`config.mk`:
```
export PLATFORM = sky130hd
export DESIGN_NAME = crc_stream_codec
export DESIGN_NICKNAME = d
export VERILOG_FILES = /design/src/rtl/crc_stream_codec.sv
export SDC_FILE = /design/constraint.sdc
export NUM_CORES = 1
export LEC_CHECK = 0
export CAP_MARGIN = 30
export CORE_UTILIZATION = 47
export DETAILED_ROUTE_END_ITERATION = 10
export PLACE_DENSITY = 0.74
export SYNTH_ARGS = -nofsm -noshare
export SYNTH_HDL_FRONTEND = slang
export SYNTH_SLANG_ARGS = --single-unit
```
`constraint.sdc`:
```
create_clock -name clk -period 1.4 [get_ports clk]
set_input_delay 0.21 -clock clk [delete_from_list [all_inputs] [get_ports clk]]
set_output_delay 0.21 -clock clk [all_outputs]
set_load 0.02 [all_outputs]
```
`src/rtl/crc_stream_codec.sv`:
```
`default_nettype none
`timescale 1ns/1ps
// ============================================================================
// Module   : crc_stream_codec
// Purpose  : Bit-serial CRC encoder/checker for a byte stream with
//            valid/ready handshakes. Encode mode returns the remainder of the
//            message. Check mode returns the syndrome over message plus the
//            appended CRC and flags a non-zero syndrome.
// Revision : 1.0 - initial release
// ============================================================================
module crc_stream_codec #(
  parameter int                 MSG_BYTES = 2,
  parameter int                 CRC_W     = 8,
  parameter logic [CRC_W-1:0]   POLY      = 8'h07
) (
  input  logic             clk,
  input  logic             rst,
  input  logic             mode_i,
  input  logic             in_valid_i,
  output logic             in_ready_o,
  input  logic [7:0]       in_byte_i,
  output logic             out_valid_o,
  input  logic             out_ready_i,
  output logic [CRC_W-1:0] crc_out_o,
  output logic             crc_err_o,
  output logic             busy_o
);

  localparam int CRC_BYTES = (CRC_W + 7) / 8;
  localparam int LAST_BITS = CRC_W - 8 * (CRC_BYTES - 1);
  localparam int FRAME_MAX = MSG_BYTES + CRC_BYTES;
  localparam int CNT_W     = $clog2(FRAME_MAX + 1);

  localparam logic [CNT_W-1:0] MSG_CNT   = CNT_W'(MSG_BYTES);
  localparam logic [CNT_W-1:0] FRAME_CNT = CNT_W'(FRAME_MAX);
  localparam logic [2:0]       SEG_FULL  = 3'd7;
  localparam logic [2:0]       SEG_LAST  = 3'(LAST_BITS - 1);

  typedef enum logic [1:0] {
    S_IDLE  = 2'd0,
    S_SHIFT = 2'd1,
    S_WAIT  = 2'd2,
    S_DONE  = 2'd3
  } state_t;

  state_t             state_q,    state_d;
  logic [CRC_W-1:0]   crc_q,      crc_d;
  logic [7:0]         shreg_q,    shreg_d;
  logic               mode_q,     mode_d;
  logic [CNT_W-1:0]   byte_cnt_q, byte_cnt_d;
  logic [2:0]         bit_cnt_q,  bit_cnt_d;
  logic [CRC_W-1:0]   crc_out_q,  crc_out_d;
  logic               crc_err_q,  crc_err_d;

  logic               w_fb;
  logic [CRC_W-1:0]   w_crc_step;
  logic               w_last_byte;
  logic [2:0]         w_seg_end;

  // One MSB-first CRC step using the current top bit of the latched byte.
  always_comb begin
    w_fb       = crc_q[CRC_W-1] ^ shreg_q[7];
    w_crc_step = {crc_q[CRC_W-2:0], 1'b0} ^ (w_fb ? POLY : '0);
  end

  // Frame position: the final byte of a check frame carries only LAST_BITS.
  always_comb begin
    w_last_byte = (byte_cnt_q == (mode_q ? FRAME_CNT : MSG_CNT));
    w_seg_end   = (mode_q && w_last_byte) ? SEG_LAST : SEG_FULL;
  end

  // Next-state and datapath updates for the frame sequencer.
  always_comb begin
    state_d    = state_q;
    crc_d      = crc_q;
    shreg_d    = shreg_q;
    mode_d     = mode_q;
    byte_cnt_d = byte_cnt_q;
    bit_cnt_d  = bit_cnt_q;
    crc_out_d  = crc_out_q;
    crc_err_d  = crc_err_q;
    case (state_q)
      S_IDLE: begin
        crc_d     = '0;
        bit_cnt_d = '0;
        if (in_valid_i) begin
          shreg_d    = in_byte_i;
          mode_d     = mode_i;
          byte_cnt_d = CNT_W'(1);
          state_d    = S_SHIFT;
        end
      end
      S_SHIFT: begin
        crc_d     = w_crc_step;
        shreg_d   = {shreg_q[6:0], 1'b0};
        bit_cnt_d = bit_cnt_q + 3'd1;
        if (bit_cnt_q == w_seg_end) begin
          bit_cnt_d = '0;
          if (w_last_byte) begin
            crc_out_d = w_crc_step;
            crc_err_d = mode_q & (|w_crc_step);
            state_d   = S_DONE;
          end else begin
            state_d   = S_WAIT;
          end
        end
      end
      S_WAIT: begin
        if (in_valid_i) begin
          shreg_d    = in_byte_i;
          byte_cnt_d = byte_cnt_q + CNT_W'(1);
          state_d    = S_SHIFT;
        end
      end
      S_DONE: begin
        if (out_ready_i) begin
          state_d = S_IDLE;
        end
      end
      default: state_d = S_IDLE;
    endcase
  end

  // State and datapath registers; reset discards any frame in progress.
  always_ff @(posedge clk) begin
    if (rst) begin
      state_q    <= S_IDLE;
      crc_q      <= '0;
      shreg_q    <= '0;
      mode_q     <= 1'b0;
      byte_cnt_q <= '0;
      bit_cnt_q  <= '0;
      crc_out_q  <= '0;
      crc_err_q  <= 1'b0;
    end else begin
      state_q    <= state_d;
      crc_q      <= crc_d;
      shreg_q    <= shreg_d;
      mode_q     <= mode_d;
      byte_cnt_q <= byte_cnt_d;
      bit_cnt_q  <= bit_cnt_d;
      crc_out_q  <= crc_out_d;
      crc_err_q  <= crc_err_d;
    end
  end

  // Handshake and status outputs decode the registered state only.
  always_comb begin
    in_ready_o  = (state_q == S_IDLE) || (state_q == S_WAIT);
    out_valid_o = (state_q == S_DONE);
    busy_o      = (state_q != S_IDLE);
    crc_out_o   = crc_out_q;
    crc_err_o   = crc_err_q;
  end

endmodule
`default_nettype wire
```
==> results.py <==
metrics = {
    "status": {
        "status": "finished clean",
    },
    "clock_network": {
        "cts_buffers": 5,
        "clockBufferDepth": 2,
        "path_clk_slew_ps": 120,
        "h-tree-depth": 2,
        "hold_buffers": 0,
        "cts_tree": "yes",
        "clock_tree.root_cell": "clkbuf_4",
        "worstSkewPairLatency_ps": 350,
        "clock-sinks": 33,
    },
    "grt": {
        "grt_pass1_wl_um": 5720,
        "grt_overflow_total": 0,
        "grt_max_degree": 37,
        "grtUsageTotal": 0.223,
        "grt_antenna_before_repair": 0,
        "grt_pass1_vias": 1312,
    },
    "floorplanning": {
        "die_h_um": 59.3,
        "die_x_um": 59.3,
        "ioPinCount": 25,
        "rows": 20,
        "start_util": 0.502,
        "core-area_sq_um": 3080,
        "dieArea_sq_um": 3520,
    },
    "sta": {
        "setup_slack_ps": 11.5,
        "finalCriticalPeriod_ps": 1390,
        "report.final.slew_viol_count": 0,
        "setup_viol": 0,
        "worstMarginPinSlew_ps": 416,
        "achievable-frequency_ghz": 0.720,
        "finalClockSkew_ps": 15.4,
        "whs_ps": 477,
        "hold_viol_final": 0,
        "max_slew_margin": 0.721,
        "rsz0062_at_grt": "true",
        "post-route-period-util": 0.992,
    },
    "layout": {
        "fin_area_sq_um": 2110,
        "final_layout_size_suffix_gt1_frac": 0.280,
        "fin_nets": 221,
        "syn2layout_area_growth_pct": 36.6,
        "stdcell_count": 251,
        "diodes": 0,
    },
    "critical_path": {
        "required_ps": 1650,
        "cp.arrival_ps": 1640,
        "cp-end-kind": "flop",
        "crit_fanout": 5,
        "cp-start-kind": "flop",
        "path_class": "reg2reg",
    },
    "place": {
        "dp_hpwl_um": 2360,
        "gp_congestion": 0.843,
        "placed_area_sq_um": 1920,
        "port_buffers": 24,
        "place_ws_ps": -196,
        "dp.cells": 237,
    },
    "detailed_routing": {
        "postRouteAntennaNets": 0,
        "drcViolationCount": 0,
        "drt_iter0_markers": 69,
        "via_per_inst": 5.53,
        "via_count": 1388,
        "totalWireLength_um": 3590,
        "avgRoutedWirePerCell_um": 14.3,
        "drt-pass1-iter-count": 4,
    },
    "synth": {
        "yosysWarningCount": 0,
        "synth_nets": 180,
        "ys_seq_area_frac": 0.428,
        "synth_area_sq_um": 1540,
        "ys_seq_elements": 33,
        "synth_cell_types": 43,
        "synthCells": 165,
        "syn_area_per_cell_sq_um": 9.36,
    },
    "hold_path": {
        "hold_class": "reg2reg",
    },
    "pwr": {
        "power_switching_w": 0.000519,
        "combPwrFrac": 0.165,
        "swShare": 0.281,
        "cell_internal_pwr_w": 0.00132,
        "clkPwrFrac": 0.289,
        "power_density_nw_per_um2": 874,
        "seq_power_share": 0.546,
        "peakVddDrop_uv": 554,
        "leakagePower_nw": 0.805,
    },
    "flow_run": {
        "cap_violations": 0,
    },
}
-- final cells by class --
class / instances / area (sq um)
Clock buffer: 5 / 37.5
Clock inverter: 3 / 17.5
Fill cell: 253 / 968
Inverter: 3 / 11.3
Multi-Input combinational cell: 114 / 891
Sequential cell: 33 / 666
Tap cell: 44 / 55.1
Timing Repair Buffer: 49 / 432
-- cell families (layout without fill, tap and decap cells) --
kind of cell,Yosys count,in the layout,synth area share
AOI/OAI and AO/OA,43,43,0.182
buffers and inverters,18,60,0.0559
DFF,33,33,0.428
and+or+nand+nor,55,55,0.201
adders and majority gates,2,2,0.0162
xor gates and xnor gates,5,5,0.0575
muxes,9,9,0.0592
-- worst max-delay path, cell delays in order, from the launching register on --
cell and delay (ps):
dfxtp_2 370, ha_4 150, ha_4 130, nand3b_1 160
buf_6 190, nor4_2 210, nor3_1 80
-- cell usage in the layout (no fill, tap or decap), types with 3 or more instances in the layout --
cell type,Yosys,final
nand2_1,9,9
clkbuf_4,0,5
mux2i_1,8,8
clkdlybuf4s50_1,0,12
o31ai_2,0,5
nand3b_1,8,8
buf_4,2,21
nand3_1,7,7
nor2b_1,3,3
a21oi_1,17,17
a211oi_1,7,6
nor2_1,6,6
dfxtp_1,33,29
dfxtp_2,0,4
dlygate4sd2_1,0,9
o21ai_0,3,3
buf_6,1,4
nor3_1,10,9
-- power by group through the flow --
stage	Combinational, W	Sequential [W]	Clock, W
floorplan	0.000177	0.00101	0
global placement	0.000260	0.00102	0
detailed placement	0.000268	0.00102	0
CTS	0.000269	0.00100	0.000548
global route	0.000331	0.00101	0.000575
finish	0.000304	0.00101	0.000534
-- path summary, 6_finish.rpt --
| path | start | endpoint | slack (ps) | cells past startpoint |
|---|---|---|---|---|
| worst min-delay path | crc_out_o[2] | crc_out_o[2] | 480 | 2 |
| worst max register to register | bit_cnt_q[1] | crc_out_o[0] | 10 | 6 |
| worst min register to register | crc_out_o[2] | crc_out_o[2] | 480 | 2 |
| worst max-delay path | bit_cnt_q[1] | crc_out_o[0] | 10 | 6 |
-- Yosys cell counts (all sizes together) --
master | number | share of area
or2 | 2 | 0.0081
nand2 | 9 | 0.022
clkbuf | 10 | 0.025
or3 | 1 | 0.0041
xor2 | 2 | 0.016
o21a | 1 | 0.0049
nand4b | 1 | 0.0057
nor2b | 3 | 0.012
a311oi | 1 | 0.0057
and4b | 1 | 0.0065
o31ai | 7 | 0.034
ha | 2 | 0.016
a22oi | 2 | 0.0097
o32ai | 1 | 0.0057
or4 | 1 | 0.0049
a31oi | 2 | 0.0081
nand3 | 7 | 0.023
and2 | 1 | 0.0041
nand3b | 8 | 0.039
a21oi | 18 | 0.061
mux2i | 8 | 0.052
nand2b | 1 | 0.0041
nor4bb | 1 | 0.0065
clkinv | 1 | 0.0024
xor3 | 2 | 0.031
inv | 2 | 0.0049
nor3b | 1 | 0.0049
dfxtp | 33 | 0.43
nor2 | 6 | 0.015
nor3 | 10 | 0.032
nor4 | 1 | 0.0041
o21ai | 3 | 0.0097
nor4b | 1 | 0.0057
xnor2 | 1 | 0.011
a2111oi | 1 | 0.0097
a211oi | 7 | 0.034
mux2 | 1 | 0.0073
buf | 5 | 0.023
-- sequential cells by signal, summed over array words and instances (netlist names) --
register and flops:
mode_q 1, byte_cnt_q 2, crc_err_o 1, bit_cnt_q 3, shreg_q 8, crc_out_o 8
state_q 2, crc_q 8
-- routing by layer --
| metal | share of wire | wire length [um] | GRT usage |
|---|---|---|---|
| met5 | 0 | 0 | 0 |
| met4 | 0.020 | 71 | 0.122 |
| met3 | 0.034 | 123 | 0.0546 |
| met2 | 0.50 | 1780 | 0.368 |
| met1 | 0.45 | 1610 | 0.264 |
-- per-stage QoR --
stage | utilization | total power, W | TNS [ps]
floorplan | - | 0.00119 | 0
global placement | 0.624 | 0.00128 | -1050
detailed placement | 0.624 | 0.00129 | -1810
CTS | 0.655 | 0.00182 | -10.2
global route | 0.685 | 0.00192 | -312
finish | 0.685 | 0.00184 | 0
-- repair_timing --
item,4_1_cts,5_1_grt
endpoints found under the setup margin,22,11
cloned,1,0
resized for setup,30,16
setup buffers,2,3
pin swaps,2,5
No activity file was read; power rests on OpenSTA's default activity.
